<file path="src/rtl/pipeline_perf_counter.sv">
// -----------------------------------------------------------------------------
// pipeline_perf_counter
//
// Run controller and event-counter bank for the pipelined CPU. A bounded run
// window (or a free-running window when MAX_CYCLES = 0) counts clock cycles
// and masked per-channel event strobes into saturating counters, which are
// read back through a registered select port.
//
// Ports
//   clk_i         clock, all state updates on the rising edge
//   rst_n_i       asynchronous active-low reset
//   start_i       begin a run from IDLE or DONE (level-sampled)
//   clear_i       synchronous clear of all counters and saturation flags
//   event_i       per-channel event strobes, one count per asserted cycle
//   event_mask_i  per-channel count enable (1 = count)
//   rd_sel_i      0..NUM_EVENTS-1 event counter, NUM_EVENTS cycle counter
//   rd_data_o     registered read data (value before the sampling edge)
//   running_o     high while in RUN
//   done_o        high while in DONE
//   finish_o      one-cycle pulse after the RUN->DONE edge
//   sat_o         sticky saturation flags, bit NUM_EVENTS = cycle counter
// -----------------------------------------------------------------------------
module pipeline_perf_counter #(
  parameter int NUM_EVENTS = 2,
  parameter int CNT_WIDTH  = 32,
  parameter int MAX_CYCLES = 64,
  parameter int SEL_W      = $clog2(NUM_EVENTS + 1)
) (
  input  logic                  clk_i,
  input  logic                  rst_n_i,
  input  logic                  start_i,
  input  logic                  clear_i,
  input  logic [NUM_EVENTS-1:0] event_i,
  input  logic [NUM_EVENTS-1:0] event_mask_i,
  input  logic [SEL_W-1:0]      rd_sel_i,
  output logic [CNT_WIDTH-1:0]  rd_data_o,
  output logic                  running_o,
  output logic                  done_o,
  output logic                  finish_o,
  output logic [NUM_EVENTS:0]   sat_o
);

  typedef enum logic [1:0] {
    S_IDLE,
    S_RUN,
    S_DONE
  } state_t;

  localparam int                   NCNT    = NUM_EVENTS + 1;
  localparam logic [CNT_WIDTH-1:0] CNT_MAX = '1;
  localparam logic [CNT_WIDTH-1:0] WINDOW  = CNT_WIDTH'(MAX_CYCLES);

  // Counter bank: indices 0..NUM_EVENTS-1 are event channels, the last entry
  // is the cycle counter, so all counters share one update rule.
  state_t               state_q, state_d;
  logic [CNT_WIDTH-1:0] cnt_q [NCNT];
  logic [CNT_WIDTH-1:0] cnt_d [NCNT];
  logic [NUM_EVENTS:0]  sat_q, sat_d;
  logic [NUM_EVENTS:0]  inc;
  logic                 finish_d;
  logic                 finish_q;
  logic [CNT_WIDTH-1:0] rd_d;
  logic                 start_take;

  assign inc        = {1'b1, event_i & event_mask_i};
  assign start_take = (state_q != S_RUN) && start_i;

  always_comb begin
    // NOTE: every variable gets a default before any branch so no path leaves
    // it unassigned, which would otherwise infer a latch.
    state_d  = state_q;
    cnt_d    = cnt_q;
    sat_d    = sat_q;
    finish_d = 1'b0;

    // Start and clear both restart the bank; clear beats the RUN increment.
    if (start_take || clear_i) begin
      for (int k = 0; k < NCNT; k++) cnt_d[k] = '0;
      sat_d = '0;
    end else if (state_q == S_RUN) begin
      for (int k = 0; k < NCNT; k++) begin
        if (inc[k]) begin
          if (cnt_q[k] == CNT_MAX) sat_d[k] = 1'b1;
          else                     cnt_d[k] = cnt_q[k] + 1'b1;
        end
      end
    end

    case (state_q)
      S_IDLE, S_DONE: begin
        if (start_i) state_d = S_RUN;
      end
      S_RUN: begin
        // Leave on the edge where the cycle counter reaches the window length;
        // a clear on that edge zeroes the counter instead, so no exit.
        if (MAX_CYCLES != 0 && !clear_i && cnt_d[NUM_EVENTS] == WINDOW) begin
          state_d  = S_DONE;
          finish_d = 1'b1;
        end
      end
      default: state_d = S_IDLE;
    endcase
  end

  // Read mux looks at the pre-update counter values.
  always_comb begin
    rd_d = '0;
    if (int'(rd_sel_i) < NCNT) rd_d = cnt_q[rd_sel_i];
  end

  // NOTE: the counters are ordinary flops, not a RAM, so they are cleared by
  // the async reset like any other state.
  always_ff @(posedge clk_i or negedge rst_n_i) begin
    if (!rst_n_i) begin
      state_q   <= S_IDLE;
      for (int k = 0; k < NCNT; k++) cnt_q[k] <= '0;
      sat_q     <= '0;
      finish_q  <= 1'b0;
      rd_data_o <= '0;
    end else begin
      // NOTE: non-blocking assignments so every flop samples pre-edge values
      // regardless of statement order.
      state_q   <= state_d;
      cnt_q     <= cnt_d;
      sat_q     <= sat_d;
      finish_q  <= finish_d;
      rd_data_o <= rd_d;
    end
  end

  assign running_o = (state_q == S_RUN);
  assign done_o    = (state_q == S_DONE);
  assign finish_o  = finish_q;
  assign sat_o     = sat_q;

endmodule

</file>
<file path="config.mk">
export PLATFORM = sky130hd
export DESIGN_NAME = pipeline_perf_counter
export DESIGN_NICKNAME = d
export VERILOG_FILES = /design/src/rtl/pipeline_perf_counter.sv
export SDC_FILE = /design/constraint.sdc
export NUM_CORES = 1
export LEC_CHECK = 0
export CORE_MARGIN = 5
export CORE_UTILIZATION = 25
export CTS_BUF_LIST = sky130_fd_sc_hd__clkbuf_4
export CTS_CLUSTER_SIZE = 28
export DETAILED_ROUTE_END_ITERATION = 12
export PLACE_DENSITY_LB_ADDON = 0.08
export SYNTH_ARGS = -nofsm -noshare
export SYNTH_HDL_FRONTEND = slang
export SYNTH_SLANG_ARGS = --single-unit
</file>
<file path="constraint.sdc">
create_clock -name clk_i -period 5 [get_ports clk_i]
set_clock_uncertainty 0.05 [all_clocks]
set_input_delay 0.5 -clock clk_i [delete_from_list [all_inputs] [get_ports clk_i]]
set_output_delay 0.5 -clock clk_i [all_outputs]
set_load 0.01 [all_outputs]
</file>
* After elaboration in Yosys (flattened, before gate mapping)
Index checks and enable logic that the tools add are counted.
** Word-level totals
- Flip-flop bits (word level) :: 134
- Input port bits :: 10
- Output and inout bits :: 38
- Logic and storage cells :: 68
** Operators by class
- Add/sub/neg operators :: 3
- Order comparisons :: 2
- Equal/unequal tests :: 11
- Mux-type cells :: 23
- Bitwise operators :: 2
- Reductions and logical operators :: 18
** Operators by type and width (count)
- two-way mux 32 bit :: 8
- two-way mux 96 bit :: 2
- adder 32 x 1 -> 32 bit (second input constant) :: 3
- == test 32 bit (second input constant) :: 3
- binary-select mux 32 bit (select 2 bit) :: 1
- == test 32 x 7 -> 1 bit (second input constant) :: 1
- AND reduction 3 bit :: 4
- nonzero test 2 bit :: 6
- two-way mux 1 bit :: 7
- two-way mux 3 bit :: 2
- inequality test 2 bit (second input constant) :: 3
- two-way mux 2 bit :: 2
- inequality test 2 x 1 -> 1 bit (second input constant) :: 2
- case mux 2 bit (2 select lines) :: 1
- AND reduction 2 bit :: 2
- >= comparator 3 bit (second input constant) :: 1
- NOT 2 -> 3 bit :: 1
- bitwise AND 2 bit :: 1
- == test 2 x 1 -> 1 bit (second input constant) :: 1
- == test 2 bit (second input constant) :: 1
- logical AND 1 bit :: 2
- zero test 2 bit :: 1
- < comparator 2 bit (second input constant) :: 1
- OR reduction 2 bit :: 1
- other kinds (2) :: 2

* Depth between registers and ports, before layout
Gate-level depths: netlist (run 1).
- Depth in word-level cells :: 9
- Mapped depth :: 11

* Least setup slack after synthesis (run 1)
OpenSTA, ideal clock, no wires.
- Kind :: register to register
- From :: register cnt_q[0] in the netlist's numbering
- To :: register finish_q (netlist: finish_o)
- Library setup time :: 0.096 ns
- Arrival :: 2.942 ns
- Required time :: 4.854 ns
- Setup slack :: 1.912 ns
- Cell stages (with the launch flop) :: 11
- Buffers on the path :: 0
- Period minus slack after synthesis :: 3.088 ns
- Cells stage by stage :: dfrtp_1 -> ha_1 -> nand4_2 -> nor4_1 -> nand3_1 -> nor2_1 -> xnor2_1 -> nor2_1 -> or4b_1 -> or4b_1 -> nor4_2
** RTL lines
- start, declared :: line 56 : logic [CNT_WIDTH-1:0] cnt_q [NCNT];
- start signal, assigned :: line 124 : cnt_q <= cnt_d;
- end signal, assigned :: line 126 : finish_q <= finish_d;
- end, declared :: line 61 : logic finish_q;

==> results of run 1 <==
[critical path, delay by kind of cell, from the launching register on]
family	cells	cell delay, ps
XOR/XNOR	1	130
AND/OR/NAND/NOR	8	2600
adder cells (fa/ha/maj)	1	290
flip-flops	1	480
[flip-flops by register name, indices dropped and copies added, names as in the netlist]
register   cells
cnt_q         96
rd_data_o     32
sat_o          3
state_q        2
finish_o       1
[power groups by stage]
stage | clock, mW | sequential, mW | combinational (mW)
2_1_floorplan | 0 | 1.13 | 0.0866
3_3_place_gp | 0 | 1.13 | 0.151
3_5_place_dp | 0 | 1.13 | 0.152
4_1_cts | 0.783 | 1.11 | 0.153
5_1_grt | 0.828 | 1.11 | 0.168
6_report | 0.752 | 1.11 | 0.148
[metrics by stage]
stage / instance area [sq um] / hold slack (ps) / std cells / power [mW]
floorplan: 7270 / 154 / 776 / 1.21
global placement: 8030 / 449 / 1173 / 1.28
detailed placement: 8030 / 451 / 1173 / 1.28
CTS: 8310 / 497 / 1206 / 2.05
global route: 8320 / 524 / 1208 / 2.11
finish: 8320 / 482 / 1208 / 2.01
[area by class of cell]
cell class                 count  area, sq um  area share
timing repair buffer          52          507      0.0609
tap                          384          480      0.0578
clock buffer                  18          135      0.0162
antenna                        2         5.00    0.000602
clock inverter                14          144      0.0173
inverter                      15         56.3     0.00677
sequential                   134         3350       0.403
multi-input combinational    589         3640       0.437
[cells in the final DEF, fill, tap and decap left out, types with 3 or more instances in the layout]
cell             netlist  layout
inv_8                  0       3
nor2_1               109     109
o31ai_1                3       3
nor4_1                 6       6
inv_1                 14      14
a21oi_1               22      21
a211oi_1               3       3
xnor2_1               23      23
nor3b_1                4       4
nand3_2                3       3
o211ai_1               3       3
and3_1                13      13
clkdlybuf4s50_1        0      45
and2_1                 3       3
ha_1                   3       3
xor2_1                44      44
or3_1                  7       7
inv_6                  0       4
o21ai_0               55      55
and4_1                11      11
and3_2                 3       3
nand2b_1               5       5
dfrtp_1              134     134
nor3_1                17      17
o21a_1                 4       4
buf_4                  2       4
nand4_1               34      34
nand2_1               79      79
mux2i_1               33      33
clkinvlp_4             0       3
o22ai_1                4       4
nand3_1               42      42
clkbuf_4               0      18
[final timing paths]
kind	startpoint	to	slack [ps]	cells past startpoint
max reg2reg	cnt_q[1]	finish_o	1390	10
min reg2reg	sat_o[1]	sat_o[1]	480	2
min	sat_o[1]	sat_o[1]	480	2
max in group asynchronous	rst_n_i	rd_data_o[31]	3290	3
max	cnt_q[1]	finish_o	1390	10
min in group asynchronous	rst_n_i	rd_data_o[7]	520	2
[logic make-up after synthesis]
family | count (synthesis)
fa+ha+maj | 3
buf+inv | 53
simple gates | 364
xor+xnor | 67
compound gates | 119
mux | 36
flops | 134
[per-layer routing]
layer / track usage / part of all wire
met1: 0.193 / 0.49
met2: 0.230 / 0.48
met3: 0.0275 / 0.024
met4: 0.0318 / 0.0091
met5: 0 / 0
==> flow_metrics.env, run 1 <==
export IMPL_status="complete, no violations"
export IMPL_cts_buffer_depth=2
export IMPL_hold_violations=0
export IMPL_hp_class="reg2reg"
export IMPL_fp_coreArea_sq_mm=0.0287
export IMPL_synth_area_leader_cell="dfrtp_1"
export IMPL_synthSimpleGateAreaFrac=0.259
export IMPL_hold_buffers=1
export IMPL_io_buffer_count=47
export IMPL_path_class="reg2reg"
export IMPL_arrival_ps=4040
export IMPL_fin_crit_ps=3610
export IMPL_fillCellCount=3054
export IMPL_synth_fp_nets=789
export IMPL_worst_slew_pin_slew_ps=1130
export IMPL_synth_top_cell_area_share=0.462
export IMPL_num_io_pins=48
export IMPL_crit_path_end_kind="flop"
export IMPL_crit_required_ps=5430
export IMPL_grt_use_total=0.140
export IMPL_synth_xor_area_frac=0.0808
export IMPL_ys_seq_elements=134
export IMPL_critPathLaunchType="flop"
export IMPL_pre_cts_slack_ps=1430
export IMPL_antenna_found_initial=1
export IMPL_cts_tree="done"
export IMPL_drt_total_wl_microns=22600
export IMPL_setup_violations=0
export IMPL_synth_fa_ha_area_frac=0.00517
export IMPL_wire_per_inst_microns=18.7
export IMPL_cts_root_buf="clkbuf_4"
export IMPL_synth_most_common_cell="dfrtp_1"
export IMPL_finalNetCount=822
export IMPL_viasPerCell=4.87
export IMPL_initial_core_util=0.253
export IMPL_max_slew_margin=0.245
export IMPL_drt_iter0_drc=342
export IMPL_grt_pass1_wl_microns=36100
export IMPL_drive_gt1_frac=0.0803
export IMPL_drv_slew=0
export IMPL_syn_inst=776
export IMPL_synth_top_family_by_area="simple AND/OR/NAND/NOR gates"
export IMPL_cts_sinks=134
export IMPL_via_count=5877
export IMPL_die_width_microns=180
export IMPL_setup_ws_ps=1390
export IMPL_first_pass_iters=5
export IMPL_peakVddDrop_mv=0.102
export IMPL_p_leak_nw=3.35
export IMPL_syn_avg_cell_area_sq_um=9.36
export IMPL_clkTransAtPathRegs_ps=140
export IMPL_routabilityCongestion=0.842
export IMPL_grt_pass1_vias=6134
export IMPL_synth_async_reset_ratio=1.00
export IMPL_synth_warnings=0
export IMPL_die_area_sq_mm=0.0326
export IMPL_maxCapViolCount=0
export IMPL_drtAntennaViolNets=0
export IMPL_synth_mux_area_frac=0.0501
export IMPL_pwr_share_clk=0.374
export IMPL_crit_chain="ha_1 -> nand4_2 -> nor4_1 -> nand3_1 -> nor2_1 -> xnor2_1 -> nor2_1 -> or4b_1 -> or4b_1 -> nor4_2"
export IMPL_dp_hpwl_microns=16300
export IMPL_die_h_microns=180
export IMPL_ys_flop_type="dfrtp_1"
export IMPL_cts_resized=0
export IMPL_overflow=0
export IMPL_power_density_mw_per_mm2=242
export IMPL_ys_seq_area_frac=0.462
export IMPL_synth_compound_area_share=0.104
export IMPL_internal_power_mw=1.41
export IMPL_final_core_util=0.290
export IMPL_synth_edff_count=0
export IMPL_cts_buffers_inserted=17
export IMPL_ys_types=76
export IMPL_clk_latency_ps=580
export IMPL_crit_fanout=7
export IMPL_rsz0062_at_grt="false"
export IMPL_final_period_utilization=0.721
export IMPL_area_growth_pct=14.5
export IMPL_synth_area_sq_mm=0.00727
export IMPL_share_comb_of_total_power=0.074
export IMPL_post_cts_setup_buffers=0
export IMPL_drc=0
export IMPL_rows=62
export IMPL_grt_max_degree=95
export IMPL_setup_tns_ps=0
export IMPL_ys_top_cells_by_count="dfrtp_1 (134), nor2_1 (109), nand2_1 (79), o21ai_0 (55), xor2_1 (44)"
export IMPL_synth_area_leaders="dfrtp_1 (46%), nor2_1 (5.6%), xor2_1 (5.3%), mux2i_1 (4.5%), nand2_1 (4.1%)"
export IMPL_slowest_delay_ps=630
export IMPL_p_seq_frac=0.552
export IMPL_power_share_switching=0.300
export IMPL_h_tree_depth=4
export IMPL_switching_power_mw=0.604
export IMPL_max_freq_ghz=0.277
export IMPL_slowest_stage="nor4_1"
Note: power is estimated with default switching activity, not from simulation.
==> run 2: changes to the inputs <==
Clock period 5 ns to 3.33 ns, I/O delays scaled along.
==> run 2 against run 1 <==
Effect of this change: final cell count is 3.6% higher; count of clock-buffer cells in the layout is 1 lower; die area stayed put; critical path depth is 1 higher; maximum frequency is 15% higher; via count is 4.4% higher; total power is 51% higher; clock power is 48% higher; utilization is 1.3 points higher; design area is 4.6% higher; register-to-register slack worse by 1200 ps; sequential share of layout area is 1.8 points lower.
==> flow_metrics.env, run 2 (same netlist as run 1, synthesis figures left out) <==
export IMPL_hp_class="in2async"
export IMPL_path_buf_inv=1
export IMPL_finalNetCount=866
export IMPL_largest_reg_flops=96
export IMPL_crit_path_end_kind="flop"
export IMPL_reg2reg_slack_ps=180
export IMPL_power_density_mw_per_mm2=348
export IMPL_grt_pass1_wl_microns=37000
export IMPL_p_leak_nw=3.60
export IMPL_critPathLaunchType="flop"
export IMPL_die_width_microns=180
export IMPL_dp_hpwl_microns=17200
export IMPL_reg2reg_depth=11
export IMPL_fp_coreArea_sq_mm=0.0287
export IMPL_max_freq_ghz=0.318
export IMPL_crit_family="simple AND/OR/NAND/NOR gates"
export IMPL_mostFrequentLayoutCells="dfrtp_1 (134), nor2_1 (108), nand2_1 (79)"
export IMPL_cts_buffer_depth=2
export IMPL_viasPerCell=4.90
export IMPL_die_h_microns=180
export IMPL_fin_total_pwr_mw=3.03
export IMPL_crit_fanout=6
export IMPL_setup_tns_ps=0
export IMPL_slowest_delay_ps=570
export IMPL_dp_cells=1216
export IMPL_status="complete, no violations"
export IMPL_clk_latency_ps=570
export IMPL_setup_violations=0
export IMPL_grt_use_total=0.145
export IMPL_first_pass_iters=8
export IMPL_layout_commonest_cell="dfrtp_1"
export IMPL_r2r_end="finish_o"
export IMPL_rows=62
export IMPL_drt_iter0_drc=416
export IMPL_worst_slew_pin_slew_ps=866
export IMPL_regMostFlops="cnt_q"
export IMPL_final_period_utilization=0.946
export IMPL_fillCellCount=3066
export IMPL_path_class="reg2reg"
export IMPL_final_cells=1252
export IMPL_drc=0
export IMPL_cts_sinks=134
export IMPL_fin_crit_ps=3150
export IMPL_slowest_stage="or4b_4"
export IMPL_clkTransAtPathRegs_ps=150
export IMPL_h_tree_depth=4
export IMPL_die_area_sq_mm=0.0326
export IMPL_overflow=0
export IMPL_max_slew_margin=0.423
export IMPL_area_growth_pct=19.7
export IMPL_arrival_ps=3570
export IMPL_hold_slack_ps=267
export IMPL_cts_root_buf="clkbuf_4"
export IMPL_io_buffer_count=47
export IMPL_cts_tree="done"
export IMPL_maxCapViolCount=0
export IMPL_drive_gt1_frac=0.133
export IMPL_r2r_start="cnt_q[1]"
export IMPL_peakVddDrop_mv=0.145
export IMPL_grt_pass1_vias=6168
export IMPL_routabilityCongestion=0.859
export IMPL_via_count=6137
export IMPL_initial_core_util=0.253
export IMPL_num_io_pins=48
export IMPL_antenna_found_initial=2
export IMPL_cts_buffers_inserted=17
export IMPL_grt_max_degree=74
export IMPL_drt_total_wl_microns=23400
export IMPL_crit_chain="ha_1 -> nand4_4 -> nor4_4 -> buf_4 -> nand3_1 -> nor2_2 -> xnor2_1 -> nor2_1 -> or4b_4 -> or4b_1 -> nor4_2"
export IMPL_drtAntennaViolNets=0
export IMPL_drv_slew=0
export IMPL_hold_violations=0
export IMPL_wire_per_inst_microns=18.7
export IMPL_crit_required_ps=3750
-- run 2: cell types whose count changed in the layout (fill, tap and decap cells not counted), sizes merged --
| cell | previous run | this run |
|---|---|---|
| clkbuf | 18 | 17 |
| inv | 21 | 22 |
| clkinvlp | 3 | 2 |
| clkinv | 4 | 5 |
| buf | 6 | 50 |
-- run 2: worst reg2reg max path: cells and delay by family (launching register included) --
family / cells / cell delay (ps)
buffers and inverters: 1 / 170
XOR/XNOR: 1 / 120
adder cells (fa/ha/maj): 1 / 230
flip-flops: 1 / 370
AND/OR/NAND/NOR: 8 / 2130
-- run 2: area by class of cell --
class	instances	area [sq um]	share of cell area
inverters	15	56.3	0.00647
clock inverters	15	144	0.0165
flip-flops and latches	134	3350	0.385
clock buffers	17	128	0.0147
diodes	2	5.00	0.000575
multi-input cells	589	3680	0.423
repair buffers	96	850	0.0977
well taps	384	480	0.0552
-- run 2: how the worst max path moves through the flow --
| stage | startpoint | endpoint | slack (ps) | depth (start not counted) |
|---|---|---|---|---|
| after floorplan | cnt_q[0] | finish_o | 240 | 10 |
| after global placement | cnt_q[0] | finish_o | 60 | 11 |
| after detailed placement | cnt_q[1] | finish_o | 50 | 11 |
| after CTS | cnt_q[1] | finish_o | 20 | 11 |
| after global routing | cnt_q[0] | finish_o | -50 | 11 |
| final | cnt_q[1] | finish_o | 180 | 11 |
-- run 2: power breakdown --
group / switching (mW) / internal (mW)
clock network: 0.723 / 0.391
logic: 0.168 / 0.0829
registers: 0.0183 / 1.64
-- run 2: metal layers --
metal	vias to the layer above	track usage	wire length, microns
met4	0	0.0457	425
met1	3044	0.199	11000
met3	26	0.0226	796
met5	-	0	0
li1	2912	-	-
met2	155	0.237	11200
-- run 2: timing repair --
action / CTS / global route
endpoints found under the hold margin: 61 / 0
setup buffers: 0 / 1
endpoints found under the setup margin: 0 / 3
hold buffers: 1 / 0
gates resized for setup: 0 / 9
-- run 2: stage by stage --
stage                      util  cell area [sq um]  setup slack [ps]
after floorplan               -               7270               242
after CTS                 0.301               8640              19.9
after detailed placement  0.291               8360              47.6
after global placement    0.291               8360              62.1
final                     0.303               8700               180
after global routing      0.303               8700             -46.3
